===== src/rtl/netdma_readmaster_ctrl.sv =====
// Descriptor sequencer for the netdma read master: walks one {address, length} descriptor at a time.
// Latency: run_posedge_o one cycle after accept; done_o one cycle after the last dataunit or stop drain.
// Backpressure: desc_ready_o only in IDLE; read requests held off at MAX_PENDING outstanding reads.
module netdma_readmaster_ctrl #(
  parameter int DATA_WIDTH   = 64,
  parameter int LENGTH_WIDTH = 16,
  parameter int MAX_PENDING  = 16,
  localparam int NB = DATA_WIDTH / 8,
  localparam int EW = $clog2(NB)
) (
  input  logic                    clk_i,
  input  logic                    rst_n_i,
  input  logic                    desc_valid_i,
  output logic                    desc_ready_o,
  input  logic [31:0]             desc_address_i,
  input  logic [LENGTH_WIDTH-1:0] desc_length_i,
  input  logic                    stop_i,
  output logic                    run_posedge_o,
  output logic [31:0]             address_o,
  output logic                    run_requests_o,
  output logic                    run_receive_o,
  input  logic                    new_pending_i,
  input  logic                    new_dataunit_i,
  output logic                    eop_o,
  output logic [EW-1:0]           empty_o,
  output logic                    busy_o,
  output logic                    done_o,
  output logic                    aborted_o,
  output logic                    len_err_o
);

  // Counters get one spare bit so that offset + length rounding cannot overflow.
  localparam int CW    = LENGTH_WIDTH + 1;
  localparam int OW    = $clog2(MAX_PENDING + 1);
  localparam int AW_HI = 32 - EW;

  localparam logic [1:0] S_IDLE  = 2'd0;
  localparam logic [1:0] S_ISSUE = 2'd1;
  localparam logic [1:0] S_DRAIN = 2'd2;

  logic [1:0]    state;
  logic [1:0]    state_nxt;
  logic [31:0]   addr_q;
  logic [CW-1:0] req_left;
  logic [CW-1:0] units_left;
  logic [OW-1:0] outst;
  logic [OW-1:0] outst_nxt;
  logic [EW-1:0] empty_q;
  logic          stopped;
  logic          run_posedge_q;
  logic          done_q;
  logic          aborted_q;
  logic          len_err_q;

  logic          accept;
  logic          len_zero;
  logic          busy;
  logic          pend_acc;
  logic          unit_acc;
  logic          finish;
  logic [EW-1:0] off;
  logic [CW-1:0] req_init;
  logic [CW-1:0] unit_init;
  logic [EW-1:0] empty_init;

  assign desc_ready_o = (state == S_IDLE);
  assign accept       = desc_valid_i & desc_ready_o;
  assign len_zero     = (desc_length_i == '0);
  assign busy         = (state != S_IDLE);

  // Reads beyond the descriptor and dataunits outside a descriptor are ignored.
  assign pend_acc = busy & new_pending_i & (req_left != '0);
  assign unit_acc = busy & new_dataunit_i;

  // Read count covers the leading offset bytes; dataunit count and empty tag depend on length only.
  assign off        = desc_address_i[EW-1:0];
  assign req_init   = (CW'(desc_length_i) + CW'(off) + CW'(NB - 1)) >> EW;
  assign unit_init  = (CW'(desc_length_i) + CW'(NB - 1)) >> EW;
  assign empty_init = EW'(0) - desc_length_i[EW-1:0];

  // Outstanding-read count: a read and a dataunit in one cycle cancel; floor at 0, ceiling at MAX_PENDING.
  always_comb begin
    outst_nxt = outst;
    if (pend_acc && !unit_acc && (outst != OW'(MAX_PENDING))) begin
      outst_nxt = outst + OW'(1);
    end else if (!pend_acc && unit_acc && (outst != '0)) begin
      outst_nxt = outst - OW'(1);
    end
  end

  // Next-state logic; the stopped exit looks at the post-update outstanding count so the
  // descriptor ends right behind the final in-flight dataunit.
  always_comb begin
    state_nxt = state;
    case (state)
      S_IDLE: begin
        if (accept && !len_zero) state_nxt = S_ISSUE;
      end
      S_ISSUE: begin
        if (stop_i || (pend_acc && (req_left == CW'(1)))) state_nxt = S_DRAIN;
      end
      S_DRAIN: begin
        if ((unit_acc && (units_left == CW'(1))) || (stopped && (outst_nxt == '0))) begin
          state_nxt = S_IDLE;
        end
      end
      default: state_nxt = S_IDLE;
    endcase
  end

  assign finish = (state == S_DRAIN) && (state_nxt == S_IDLE);

  // State, abort flag and the single-cycle status pulses.
  always_ff @(posedge clk_i or negedge rst_n_i) begin
    if (!rst_n_i) begin
      state         <= S_IDLE;
      stopped       <= 1'b0;
      run_posedge_q <= 1'b0;
      done_q        <= 1'b0;
      aborted_q     <= 1'b0;
      len_err_q     <= 1'b0;
    end else begin
      state         <= state_nxt;
      run_posedge_q <= accept & ~len_zero;
      len_err_q     <= accept & len_zero;
      done_q        <= finish;
      aborted_q     <= finish & stopped;
      if (accept) begin
        stopped <= 1'b0;
      end else if ((state == S_ISSUE) && stop_i) begin
        stopped <= 1'b1;
      end
    end
  end

  // Descriptor address and progress counters; the byte offset stays fixed while the word advances.
  always_ff @(posedge clk_i or negedge rst_n_i) begin
    if (!rst_n_i) begin
      addr_q     <= '0;
      req_left   <= '0;
      units_left <= '0;
      outst      <= '0;
      empty_q    <= '0;
    end else if (accept) begin
      addr_q     <= desc_address_i;
      req_left   <= req_init;
      units_left <= unit_init;
      outst      <= '0;
      empty_q    <= empty_init;
    end else begin
      outst <= outst_nxt;
      if (pend_acc) begin
        addr_q[31:EW] <= addr_q[31:EW] + AW_HI'(1);
        req_left      <= req_left - CW'(1);
      end
      if (unit_acc && (units_left != '0)) begin
        units_left <= units_left - CW'(1);
      end
    end
  end

  assign run_posedge_o  = run_posedge_q;
  assign address_o      = addr_q;
  assign run_requests_o = (state == S_ISSUE) && (req_left != '0) &&
                          (outst < OW'(MAX_PENDING)) && !stop_i;
  assign run_receive_o  = busy;
  assign busy_o         = busy;
  assign eop_o          = busy && (units_left == CW'(1));
  assign empty_o        = eop_o ? empty_q : '0;
  assign done_o         = done_q;
  assign aborted_o      = aborted_q;
  assign len_err_o      = len_err_q;

endmodule

===== config.mk =====
export PLATFORM = sky130hd
export DESIGN_NAME = netdma_readmaster_ctrl
export DESIGN_NICKNAME = d
export VERILOG_FILES = /design/src/rtl/netdma_readmaster_ctrl.sv
export SDC_FILE = /design/constraint.sdc
export NUM_CORES = 1
export LEC_CHECK = 0
export ABC_AREA = 0
export CAP_MARGIN = 20
export CORE_MARGIN = 2
export CORE_UTILIZATION = 60
export DETAILED_ROUTE_END_ITERATION = 6
export DONT_BUFFER_PORTS = 1
export GPL_TIMING_DRIVEN = 0
export PLACE_DENSITY = 0.76
export SLEW_MARGIN = 20
export SYNTH_ARGS = -nofsm -noshare
export SYNTH_HDL_FRONTEND = slang
export SYNTH_SLANG_ARGS = --single-unit

===== constraint.sdc =====
create_clock -name clk_i -period 7.5 [get_ports clk_i]
set_input_delay 1.125 -clock clk_i [delete_from_list [all_inputs] [get_ports clk_i]]
set_output_delay 1.125 -clock clk_i [all_outputs]
set_load 0.1 [all_outputs]

==> out/results.ini, run 1 <==
[outcome]
status=finished, final reports clean

[synthesis]
ys.flop_type=dfrtp_1
synth_top_area_share_pct=40.5
synth.most_common_cell=nand2_1
yosysUniqueCellTypes=54
synthArstFlopShare_pct=100
syn_area_um2=5000
netlist_instances=594
synth_warnings=0
ys_top_cells_by_area=dfrtp_1, xnor2_1, nand2_1, o21ai_0, xor2_1
synth_edf_count=0
synthTopCellsByCount=nand2_1, dfrtp_1, o21ai_0, nor2_1, xnor2_1
synth-seq-area-share_pct=40.5
synth_fp_nets=662
synth-seq-cells=81
synth_area_per_cell_um2=8.42
yosysTopAreaCell=dfrtp_1

[timing]
fin_worst_skew_ps=6.88
fmax_mhz=214
setup_slack_ps=2830
timing.slew.headroom_pct=30.3
maxSlewViolCount=0
worst_slew_pin_slew_ps=1050
setup_tns_ps=0
timing.final.crit_share_pct=62.2
min_period_ps=4670
hold_viol_final=0
rsz0062_at_grt=false
setup_viol=0

[layout]
area_delta_synth_final_pct=7.73
stdcell_count=715
antenna_cells=0
final_nets=674
drive_above_1_share_pct=5.74

[worst_setup_path]
crit_type=reg2out
arrival_ps=3540
crit_fanout=5
end_kind=primary output
required_ps=6380
rr_worst_depth=8
cp-start-kind=register

[clock_network]
cts-root-buf=clkbuf_8
holdBufCountCts=0
worstSkewPairLatency_ps=350
htree_levels=3
cts_tree=yes
ctsLongestPathBuffers=2
cts_resized=0
cts_setup_buffers=0
clk_pin_slew_ps=80
cts_buffers=9
cts_sinks=81

[power_and_ir_drop]
p_clk_share_pct=13.1
ir_worst_vdd_uv=246
seqPwrFrac_pct=56.0
power_frac_comb_pct=30.9
switchingPower_mw=1.52
internal-power_mw=1.09
design_power_total_mw=2.61
power.share.switching_pct=58.3
powerDensity_nw_per_um2=485
p_leak_nw=2.14

[route]
wl_per_cell_um=17.2
drt-total-wl_um=12300
drc=0
met1_length_um=5160
drtIter0Drc=243
wl_met2_um=6020
dr.pass1.iters=5
vias=4295
highest_layer=met4
dr_wl_met3_um=948
via_per_inst=6.01
ant_nets=0

[worst_hold_path]
hp-class=in2async

[die]
die-area_um2=9090
rows=33
core_um2=8130
io_pins=98
die_x_um=95.3
die_h_um=95.3
start_util_pct=61.5

[grt]
grt_max_degree=82
overflow=0
grt_pass1_wl_um=19900
antenna_found_initial=0
grt_usage_pct=28.2
grt_pass1_vias=4131

[place]
port_buffers=0
pre_cts_slack_ps=3210
dp.cells=700
place_hpwl_um=9130
gp_congestion=0.965

[flow_run]
cap_violations=0

-- layer usage --
layer	up-vias	global-route usage, %
met3	18	6.40
met4	0	9.90
li1	2064	-
met5	-	0
met2	154	47.1
met1	2059	36.0
-- final timing paths --
check	start	endpoint	slack, ps
min in group clk_i	empty_q[0]	empty_q[0]	480
max in group asynchronous	rst_n_i	address_o[30]	6910
worst max register to register	state[1]	req_left[0]	3720
worst max-delay path	units_left[2]	empty_o[1]	2830
worst min register to register	empty_q[0]	empty_q[0]	480
worst min-delay path	rst_n_i	address_o[13]	460
-- power groups by stage --
stage	sequential [mW]	combinational (mW)	clock (mW)
finish	1.46	0.807	0.344
global route	1.49	0.905	0.371
CTS	1.46	0.808	0.347
detailed placement	1.47	0.803	0
global placement	1.45	0.760	0
floorplan	1.41	0.635	0
-- area by class of cell --
cell class                 count  area [um2]
inverter                      26        97.6
clock buffer                  13         179
timing repair buffer           1        15.0
multi-input combinational    461        2800
fill                         674        2740
tap                          105         131
buffer                        26         110
sequential                    81        2030
clock inverter                 2        35.0
-- placed cells by master, fill, tap and decap left out, types with 3 or more instances in the layout --
master    count
and2_1        7
a211oi_1      4
a21oi_1      14
or3_1         3
dfrtp_1      81
nor3b_1       3
clkbuf_8     13
nor2_1       51
or4_1         4
a31oi_1       6
xnor2_1      49
mux2i_1       3
ha_1         14
nand2_1      99
and4_1        3
o21ai_0      54
or2_2         4
and3_1       10
nand3_1      22
nor3_1       16
o211ai_1      4
nor4_1       11
nand4_1      18
inv_1        26
xor2_1       30
clkbuf_1     22
-- cell families (layout without fill, tap and decap cells) --
group / after synthesis / count (layout) / synth area share, %
fa+ha+maj: 14 / 14 / 3.50
mux: 3 / 3 / 0.600
compound gates: 102 / 102 / 12.2
buf+inv: 52 / 68 / 4.15
simple gates: 262 / 262 / 24.9
xor+xnor: 80 / 80 / 14.2
flops: 81 / 81 / 40.5
-- sequential cells by signal, indices dropped and copies added, names as in the netlist --
name / cells
aborted_o: 1
state: 2
len_err_o: 1
run_posedge_o: 1
units_left: 17
outst: 5
req_left: 17
stopped: 1
done_o: 1
address_o: 32
empty_q: 3
-- worst max-delay path, stage by stage (launching register included) --
cell and delay [ps]:
dfrtp_1 440, or4_1 600, nor3_1 420, nand4_1 250
nor2_4 600, and2_1 880
-- per-stage QoR --
step | hold WS (ps) | cell area [um2] | utilization (%)
2_1_floorplan | 437 | 5000 | -
3_3_place_gp | 452 | 5130 | 63.1
3_5_place_dp | 468 | 5180 | 63.6
4_1_cts | 450 | 5390 | 66.3
5_1_grt | 436 | 5390 | 66.3
6_report | 459 | 5390 | 66.3
No activity file was read; power rests on OpenSTA's default activity.
==> run 2, diff against run 1 <==
clock period = 4.7 ns   (was 7.5 ns; I/O delays follow)
==> results of run 2 <==
Same layout as run 1 (identical final DEF). Status: finished, final reports clean.
Main changes from that run: setup slack after placement 3210 ps -> 835 ps; setup slack after layout 2830 ps -> 455 ps; hold slack 459 ps -> 38.8 ps; register-to-register setup slack 3720 ps -> 920 ps; total power 2.61 mW -> 4.17 mW; worst IR drop on VDD 246 uV -> 392 uV
